[config.mk]
export PLATFORM = sky130hd
export DESIGN_NAME = cover_toggle_drain
export DESIGN_NICKNAME = d
export VERILOG_FILES = /design/src/rtl/cover_pkg.sv /design/src/rtl/rr_prio_pick.sv /design/src/rtl/cover_toggle_drain.sv
export SDC_FILE = /design/constraint.sdc
export NUM_CORES = 1
export LEC_CHECK = 0
export ABC_AREA = 1
export BUFFER_PORTS_ARGS = -buffer_cell sky130_fd_sc_hd__buf_2
export CORE_ASPECT_RATIO = 0.75
export CORE_UTILIZATION = 60
export DETAILED_ROUTE_END_ITERATION = 10
export PLACE_DENSITY = 0.86
export SYNTH_ARGS = -nofsm -noshare
export SYNTH_HDL_FRONTEND = slang
export SYNTH_SLANG_ARGS = --single-unit
[constraint.sdc]
create_clock -name clock -period 9.6 [get_ports clock]
set_clock_uncertainty 0.15 [all_clocks]
set_input_delay 1.92 -clock clock [delete_from_list [all_inputs] [get_ports clock]]
set_output_delay 1.92 -clock clock [all_outputs]
set_load 0.005 [all_outputs]
[src/rtl/cover_pkg.sv]
// Shared types and constants for the toggle-coverage drain logic.
package cover_pkg;

    localparam int COVER_TOTAL = 38253;

    typedef logic [63:0] cover_index_t;

    typedef enum logic {
        IDLE    = 1'b0,
        PRESENT = 1'b1
    } cover_state_e;

endpackage

[src/rtl/rr_prio_pick.sv]
// Round-robin picker: lowest set request at or above ptr, otherwise lowest set request overall.
module rr_prio_pick #(
    parameter int WIDTH = 130,
    parameter int PW    = (WIDTH > 1) ? $clog2(WIDTH) : 1
) (
    input  logic [WIDTH-1:0] req,
    input  logic [PW-1:0]    ptr,
    output logic             any,
    output logic [PW-1:0]    sel
);

    logic [WIDTH-1:0] upper_mask;
    logic [WIDTH-1:0] upper_req;
    logic [PW-1:0]    sel_upper;
    logic [PW-1:0]    sel_lower;

    generate
        for (genvar gi = 0; gi < WIDTH; gi++) begin : g_mask
            assign upper_mask[gi] = (PW'(gi) >= ptr);
        end
    endgenerate

    assign upper_req = req & upper_mask;

    // Descending scan so the last assignment wins, leaving the lowest set bit.
    always_comb begin
        sel_upper = '0;
        sel_lower = '0;
        for (int i = WIDTH - 1; i >= 0; i--) begin
            if (upper_req[i]) begin
                sel_upper = PW'(i);
            end
            if (req[i]) begin
                sel_lower = PW'(i);
            end
        end
    end

    assign any = |req;
    assign sel = (|upper_req) ? sel_upper : sel_lower;

endmodule

[src/rtl/cover_toggle_drain.sv]
// Collects toggle-coverage hits and drains each newly hit point once per epoch
// as a valid/ready stream of global cover indices.
module cover_toggle_drain
    import cover_pkg::cover_index_t;
    import cover_pkg::cover_state_e;
    import cover_pkg::IDLE;
    import cover_pkg::PRESENT;
#(
    parameter int WIDTH       = 130,
    parameter int COVER_INDEX = 0,
    parameter int COVER_TOTAL = cover_pkg::COVER_TOTAL,
    localparam int PW         = (WIDTH > 1) ? $clog2(WIDTH) : 1,
    localparam int CW         = $clog2(WIDTH + 1)
) (
    input  logic               clock,
    input  logic               reset,
    input  logic [WIDTH-1:0]   valid,
    input  logic               clear,
    output logic               out_valid,
    input  logic               out_ready,
    output cover_index_t       out_index,
    output logic [CW-1:0]      hit_count,
    output logic               all_hit
);

    cover_state_e     state_reg, state_next;
    logic [WIDTH-1:0] pending_reg, pending_next;
    logic [WIDTH-1:0] reported_reg, reported_next;
    logic [PW-1:0]    ptr_reg, ptr_next;
    logic [PW-1:0]    sel_reg, sel_next;
    logic [CW-1:0]    hit_count_reg, hit_count_next;
    cover_index_t     out_index_reg, out_index_next;

    logic             present;
    logic             handshake;
    logic [WIDTH-1:0] sel_onehot;
    logic [WIDTH-1:0] retire_mask;
    logic [WIDTH-1:0] pending_keep;
    logic [PW-1:0]    sel_inc;
    logic [WIDTH-1:0] pick_req;
    logic [PW-1:0]    pick_ptr;
    logic             pick_any;
    logic [PW-1:0]    pick_sel;

    assign present     = (state_reg == PRESENT);
    assign handshake   = present && out_ready;
    assign sel_onehot  = WIDTH'(1) << sel_reg;
    assign retire_mask = handshake ? sel_onehot : '0;
    assign sel_inc     = (sel_reg == PW'(WIDTH - 1)) ? '0 : sel_reg + 1'b1;

    // While presenting, look ahead past the current beat so a handshake can
    // load the next winner on the same edge.
    assign pick_req = present ? (pending_reg & ~sel_onehot) : pending_reg;
    assign pick_ptr = present ? sel_inc : ptr_reg;

    rr_prio_pick #(
        .WIDTH (WIDTH),
        .PW    (PW)
    ) u_pick (
        .req (pick_req),
        .ptr (pick_ptr),
        .any (pick_any),
        .sel (pick_sel)
    );

    always_comb begin
        pending_keep   = '0;
        reported_next  = reported_reg;
        hit_count_next = hit_count_reg;
        ptr_next       = ptr_reg;
        state_next     = state_reg;
        sel_next       = sel_reg;
        out_index_next = out_index_reg;

        // A clear starts a new epoch, but the beat on the wire survives it and,
        // if accepted now or later, counts as the first report of that epoch.
        if (clear) begin
            reported_next  = retire_mask;
            pending_keep   = (present && !handshake) ? sel_onehot : '0;
            hit_count_next = handshake ? CW'(1) : '0;
            ptr_next       = handshake ? sel_inc : (present ? ptr_reg : '0);
        end else begin
            reported_next  = reported_reg | retire_mask;
            pending_keep   = pending_reg & ~retire_mask;
            hit_count_next = hit_count_reg + CW'(handshake);
            ptr_next       = handshake ? sel_inc : ptr_reg;
        end

        pending_next = pending_keep | (valid & ~reported_next);

        case (state_reg)
            IDLE: begin
                if (!clear && pick_any) begin
                    state_next     = PRESENT;
                    sel_next       = pick_sel;
                    out_index_next = cover_index_t'(COVER_INDEX) + cover_index_t'(pick_sel);
                end
            end
            PRESENT: begin
                if (handshake) begin
                    if (!clear && pick_any) begin
                        sel_next       = pick_sel;
                        out_index_next = cover_index_t'(COVER_INDEX) + cover_index_t'(pick_sel);
                    end else begin
                        state_next = IDLE;
                    end
                end
            end
            default: state_next = IDLE;
        endcase
    end

    always_ff @(posedge clock) begin
        if (reset) begin
            state_reg     <= IDLE;
            pending_reg   <= '0;
            reported_reg  <= '0;
            ptr_reg       <= '0;
            sel_reg       <= '0;
            hit_count_reg <= '0;
            out_index_reg <= '0;
        end else begin
            state_reg     <= state_next;
            pending_reg   <= pending_next;
            reported_reg  <= reported_next;
            ptr_reg       <= ptr_next;
            sel_reg       <= sel_next;
            hit_count_reg <= hit_count_next;
            out_index_reg <= out_index_next;
        end
    end

    assign out_valid = present;
    assign out_index = out_index_reg;
    assign hit_count = hit_count_reg;
    assign all_hit   = (hit_count_reg == CW'(WIDTH));

    assert property (@(posedge clock) disable iff (reset)
        out_valid |-> (out_index < cover_index_t'(COVER_TOTAL)));

endmodule
# After elaboration in Yosys (flattened, before gate mapping)
# Index checks and enable logic that the tools add are counted.
# W data, S select, Z words.
[word_totals]
reg_bits = 349
inputBits = 134
out_inout_bits = 74
elab_cells = 445
[classes]
add_sub_neg = 2
magnitude_cmp = 130
n_eq_ne = 3
n_shift = 1
mux = 283
n_bitwise = 10
n_reduce_logical = 9
[ops]
columns = ["cell", "n"]
rows = [
  ["$mux W8", 270],
  ["$mux W130", 5],
  ["$and A130 B130 Y130", 4],
  ["$ge A7 B8 Y1 const A", 64],
  ["$not A130 Y130", 3],
  ["$or A130 B130 Y130", 2],
  ["$reduce_or A130 Y1", 2],
  ["$ge A6 B8 Y1 const A", 32],
  ["$shl A1 B8 Y130 const A", 1],
  ["$ge A5 B8 Y1 const A", 16],
  ["$mux W64", 2],
  ["$pmux W64 S2", 1],
  ["$ge A4 B8 Y1 const A", 8],
  ["$ge A3 B8 Y1 const A", 4],
  ["$eq A8 B8 Y1 const B", 2],
  ["$ge A1 B8 Y1 const A", 2],
  ["$ge A2 B8 Y1 const A", 2],
  ["$ge A8 B8 Y1 const A", 2],
  ["$pmux W8 S2", 1],
  ["$add A8 B1 Y8", 1],
  ["$add A8 B1 Y8 const B", 1],
  ["$logic_and A1 B1 Y1", 3],
  ["$mux W1", 3],
  ["$logic_not A1 Y1", 2],
  ["other kinds (5)", 5],
]

# Depth between registers and ports, before layout
[logic_depth]
depth_word = 139
mapped_depth = 144

# By module
# A second synthesis with hierarchy kept.
[unflattened]
hier_cells = 3689
area_unflattened_um2 = 20649.8
[by_module_without_submodules]
columns = ["mod", "instances", "cells_per_inst", "area_each_um2"]
rows = [
  ["cover_toggle_drain", 1, 2545, 15638.7],
  ["rr_prio_pick", 1, 1144, 5011.1],
]

# Least setup slack after synthesis
# OpenSTA, ideal clock, no wires.
[synth_path]
path_type = "reg-to-reg"
from = "register sel_reg[1]"
to = "register sel_reg[0]"
arrival_ps = 7348
required_time_ps = 9328
slack_ps = 1980
path_stages_with_launch = 139
n_path_buf = 1
path_cell_list = "dfxtp_1 > inv_1 > ha_1 > nand2_4 > nor2_2 > nand2_1 > buf_6 > nand3_2 > and2_4 > nor2_4 > nand2_1 > o2111ai_2 > nand2_1 > nand2_1 > nand2_1 > nand2_1 > nand2_1 > nand2_1 > [103 not listed] > nand2_1 > nand2_1 > nand2_1 > nand2_1 > nand2_1 > nand2_1 > nand2_1 > nand2_1 > nand2_1 > nand2_1 > nand2_1 > nand2_1 > nand2_1 > nand2_1 > nand2_1 > nand2_1 > nand2_1 > a21oi_2"
[synth_between]
elab_chain_cells = 139
word_cells_on_any_way = 406
[synth_lines]
columns = ["item", "line", "text"]
rows = [
  ["start, declared", "cover_toggle_drain.sv:30", "logic [PW-1:0] sel_reg, sel_next;"],
  ["start signal, assigned", "cover_toggle_drain.sv:127", "sel_reg <= sel_next;"],
  ["$add A8 B1 Y8 (tied with other cells)", "cover_toggle_drain.sv:49", "assign sel_inc = (sel_reg == PW'(WIDTH - 1)) ? '0 : sel_reg + 1'b1;"],
  ["$mux W8 / $not A130 Y130 (equally long branches)", "cover_toggle_drain.sv:49, cover_toggle_drain.sv:53", ""],
  ["$mux W8 / $and A130 B130 Y130 (equally long branches)", "cover_toggle_drain.sv:54, cover_toggle_drain.sv:53", ""],
  ["$ge A8 B8 Y1 / $mux W130 (equally long branches)", "rr_prio_pick.sv:19, cover_toggle_drain.sv:53", ""],
  ["$and A130 B130 Y130", "rr_prio_pick.sv:23", "assign upper_req = req & upper_mask;"],
  ["$mux W8 (130 in series)", "rr_prio_pick.sv:30", "if (upper_req[i]) begin"],
  ["$mux W8", "rr_prio_pick.sv:40", "assign sel = (|upper_req) ? sel_upper : sel_lower;"],
  ["$mux W8 (*)", "cover_toggle_drain.sv:93, cover_toggle_drain.sv:101", ""],
  ["$mux W8", "cover_toggle_drain.sv:100", "if (handshake) begin"],
  ["$pmux W8 S2 (*)", "cover_toggle_drain.sv:91", "case (state_reg)"],
]
# Every way passes the cells marked *; elsewhere a longest branch is shown, timed or not. The select of a mux whose other input is x is not followed.
# A chain may end at the register's enable or synchronous reset.

# Worst setup path in the final report
[layout_path]
from = "register sel_reg[0]"
to = "register sel_reg[0]"
# The elaborated chain is that of the path after synthesis.

==> impl_metrics.env <==
export IMPL_status="finished, final reports clean"
export IMPL_cap_violations=0
export IMPL_cp_common_cell="nand2_1"
export IMPL_utilization=0.684
export IMPL_viasPerCell=5.94
export IMPL_insertion_delay_ns=0.59
export IMPL_hold_viol_final=0
export IMPL_syn_area_um2=19600
export IMPL_synth_top_area_cell="dfxtp_1"
export IMPL_synthTopCellsByCount="nand2_1 (1151), nor2_1 (559), inv_1 (499), dfxtp_1 (285), o21ai_0 (185)"
export IMPL_finalMaxSlewViolations=0
export IMPL_synth_seq_cells=285
export IMPL_boundaryPins=208
export IMPL_async_flop_share=0
export IMPL_worst_path_buf_inv=1
export IMPL_grt_max_degree=81
export IMPL_period_share=0.982
export IMPL_drt_initial_drc_count=3975
export IMPL_port_buffers=151
export IMPL_routedWlPerCell_um=20.7
export IMPL_clkTransAtPathRegs_ns=0.07
export IMPL_critPathSlowestCell="nor2_2"
export IMPL_postCtsHoldBufs=0
export IMPL_wl_met3_um=13100
export IMPL_synth_top_area_frac=0.292
export IMPL_synth_mux_area_frac=0
export IMPL_r2r_start="sel_reg[0]"
export IMPL_r2r_setup_slack_ns=0.17
export IMPL_grt_use_total=0.486
export IMPL_rr_endpoint="sel_reg[0]"
export IMPL_synth_simple_gate_area_frac=0.408
export IMPL_cts_tree="yes"
export IMPL_ir_drop_mv=0.127
export IMPL_rr_worst_depth=128
export IMPL_tightest_slew_ns=1.26
export IMPL_grt_pass1_vias=21100
export IMPL_drtPass1Iterations=7
export IMPL_cts_buffers=28
export IMPL_slowest_delay_ns=0.42
export IMPL_top_layer="met5"
export IMPL_antenna_left=0
export IMPL_dieWidth_um=210
export IMPL_synth_top_family_by_area="simple AND/OR/NAND/NOR gates"
export IMPL_synth_compound_area_frac=0.145
export IMPL_dpl_hpwl_um=62500
export IMPL_diodes=0
export IMPL_grt_overflow=0
export IMPL_rows=56
export IMPL_synth_distinct_cells=57
export IMPL_vias=23900
export IMPL_fmax_mhz=106
export IMPL_dieArea_um2=33300
export IMPL_worst_slack_ns=0.169
export IMPL_endpoint="sel_reg[0]"
export IMPL_synth_xor_area_frac=0.000448
export IMPL_yosysMostFrequentCell="nand2_1"
export IMPL_worst_setup_path_end_kind="flip-flop"
export IMPL_start_util=0.617
export IMPL_crit_arrival_ns=9.80
export IMPL_cts_root_buf="clkbuf_16"
export IMPL_crit_family="simple AND/OR/NAND/NOR gates"
export IMPL_antenna_found_initial=4
export IMPL_power_total_uw=3330
export IMPL_core_area_um2=31700
export IMPL_wl_met2_um=33200
export IMPL_cp_startpoint="sel_reg[0]"
export IMPL_start_kind="flip-flop"
export IMPL_cts_max_level=1
export IMPL_synth_warnings=0
export IMPL_path_depth=128
export IMPL_synth_avg_cell_area_um2=5.61
export IMPL_setup_violations=0
export IMPL_period_needed_ns=9.43
export IMPL_wl_um=83600
export IMPL_rsz0062_at_grt="yes"
export IMPL_grt_pass1_wl_um=123000
export IMPL_die_h_um=158
export IMPL_path_class="flip-flop to flip-flop"
export IMPL_synthFlopType="dfxtp_1"
export IMPL_cts_buffer_depth=3
export IMPL_p_leak_uw=0.0103
export IMPL_p_per_area_nw_per_um2=154
export IMPL_slew_headroom=0.163
export IMPL_synth_adder_area_share=0.00512
export IMPL_gp_congestion=1.25
export IMPL_worst_hold_path_type="flip-flop to flip-flop"
export IMPL_synth_cells=3484
export IMPL_clock_sinks=285
export IMPL_dp_slack_ns=0.231
export IMPL_drive_above_1_share=0.0934
export IMPL_met1Wirelength_um=31700
export IMPL_syn2layout_area_growth_pct=10.8
export IMPL_ys_seq_area_frac=0.292
export IMPL_required_ns=9.97
export IMPL_ys_top_cells_by_area="dfxtp_1 (29%), nand2_1 (22%), nor2_1 (11%)"
export IMPL_layout_nets=3718
export IMPL_synth_edf_count=0
export IMPL_worst_path_max_fanout=6
export IMPL_drc=0
==> worst register-to-register path, delay by kind of cell (launching register included) <==
kind / cells / cell delay, ns
AOI/OAI and AO/OA: 6 / 0.75
adders and majority gates: 1 / 0.18
and+or+nand+nor: 120 / 7.82
DFF: 1 / 0.37
buffers and inverters: 1 / 0.08
==> worst min path at each step <==
stage | from | endpoint | slack [ns] | cells past startpoint
after detailed placement | ptr_reg[3] | ptr_reg[3] | 0.30 | 2
after global routing | ptr_reg[3] | ptr_reg[3] | 0.33 | 2
after global placement | ptr_reg[3] | ptr_reg[3] | 0.30 | 2
after CTS | ptr_reg[3] | ptr_reg[3] | 0.32 | 2
final | ptr_reg[3] | ptr_reg[3] | 0.32 | 2
after floorplan | ptr_reg[4] | ptr_reg[4] | 0.29 | 2
==> layout make-up <==
| type | count | area (µm²) |
|---|---|---|
| Clock buffer | 36 | 771 |
| Clock inverter | 15 | 277 |
| Fill cell | 2793 | 10000 |
| Inverter | 516 | 1950 |
| Multi-Input combinational cell | 2541 | 11200 |
| Sequential cell | 285 | 5720 |
| Tap cell | 435 | 544 |
| Timing Repair Buffer | 204 | 1170 |
==> cells by family after synthesis <==
group           count (synthesis)
compound gates                484
other cells                     1
xor+xnor                        1
flops                         285
simple gates                 1992
fa+ha+maj                       8
buf+inv                       713
==> cells in the final DEF, fill, tap and decap left out, types with 13 or more instances in the layout <==
| master | count |
|---|---|
| buf_4 | 52 |
| o21ai_0 | 180 |
| nor2_1 | 546 |
| nand3_1 | 161 |
| a221oi_1 | 23 |
| conb_1 | 56 |
| nor3_1 | 49 |
| o2111ai_1 | 13 |
| nand4_1 | 17 |
| buf_2 | 150 |
| a21oi_1 | 116 |
| nor4_1 | 15 |
| nand2_1 | 1141 |
| a31oi_1 | 94 |
| dfxtp_1 | 279 |
| inv_1 | 495 |
| clkbuf_16 | 28 |
| or2_2 | 13 |
==> layer usage <==
| layer | track usage | vias up |
|---|---|---|
| li1 | - | 10900 |
| met1 | 0.626 | 10800 |
| met2 | 0.709 | 1876 |
| met3 | 0.171 | 347 |
| met4 | 0.260 | 8 |
| met5 | 0.0270 | - |
==> power by group <==
part / switching (µW) / internal (µW)
sequential: 38.5 / 1220
combinational: 558 / 217
clock: 531 / 759
total: 1130 / 2200
==> timing repair <==
action	4_1_cts	5_1_grt
setup endpoints to repair	0	1
setup buffers	0	6
resized for setup	0	50
==> per-stage QoR <==
stage	instance area (µm²)	setup TNS, ns	std cells	hold WS, ns
finish	21700	0	4032	0.321
global route	21700	-0.771	4032	0.329
CTS	21500	0	4026	0.316
detailed placement	20400	0	3975	0.304
global placement	20400	0	3975	0.298
floorplan	19800	0	3539	0.291
Power figures use the tool's default switching activity.
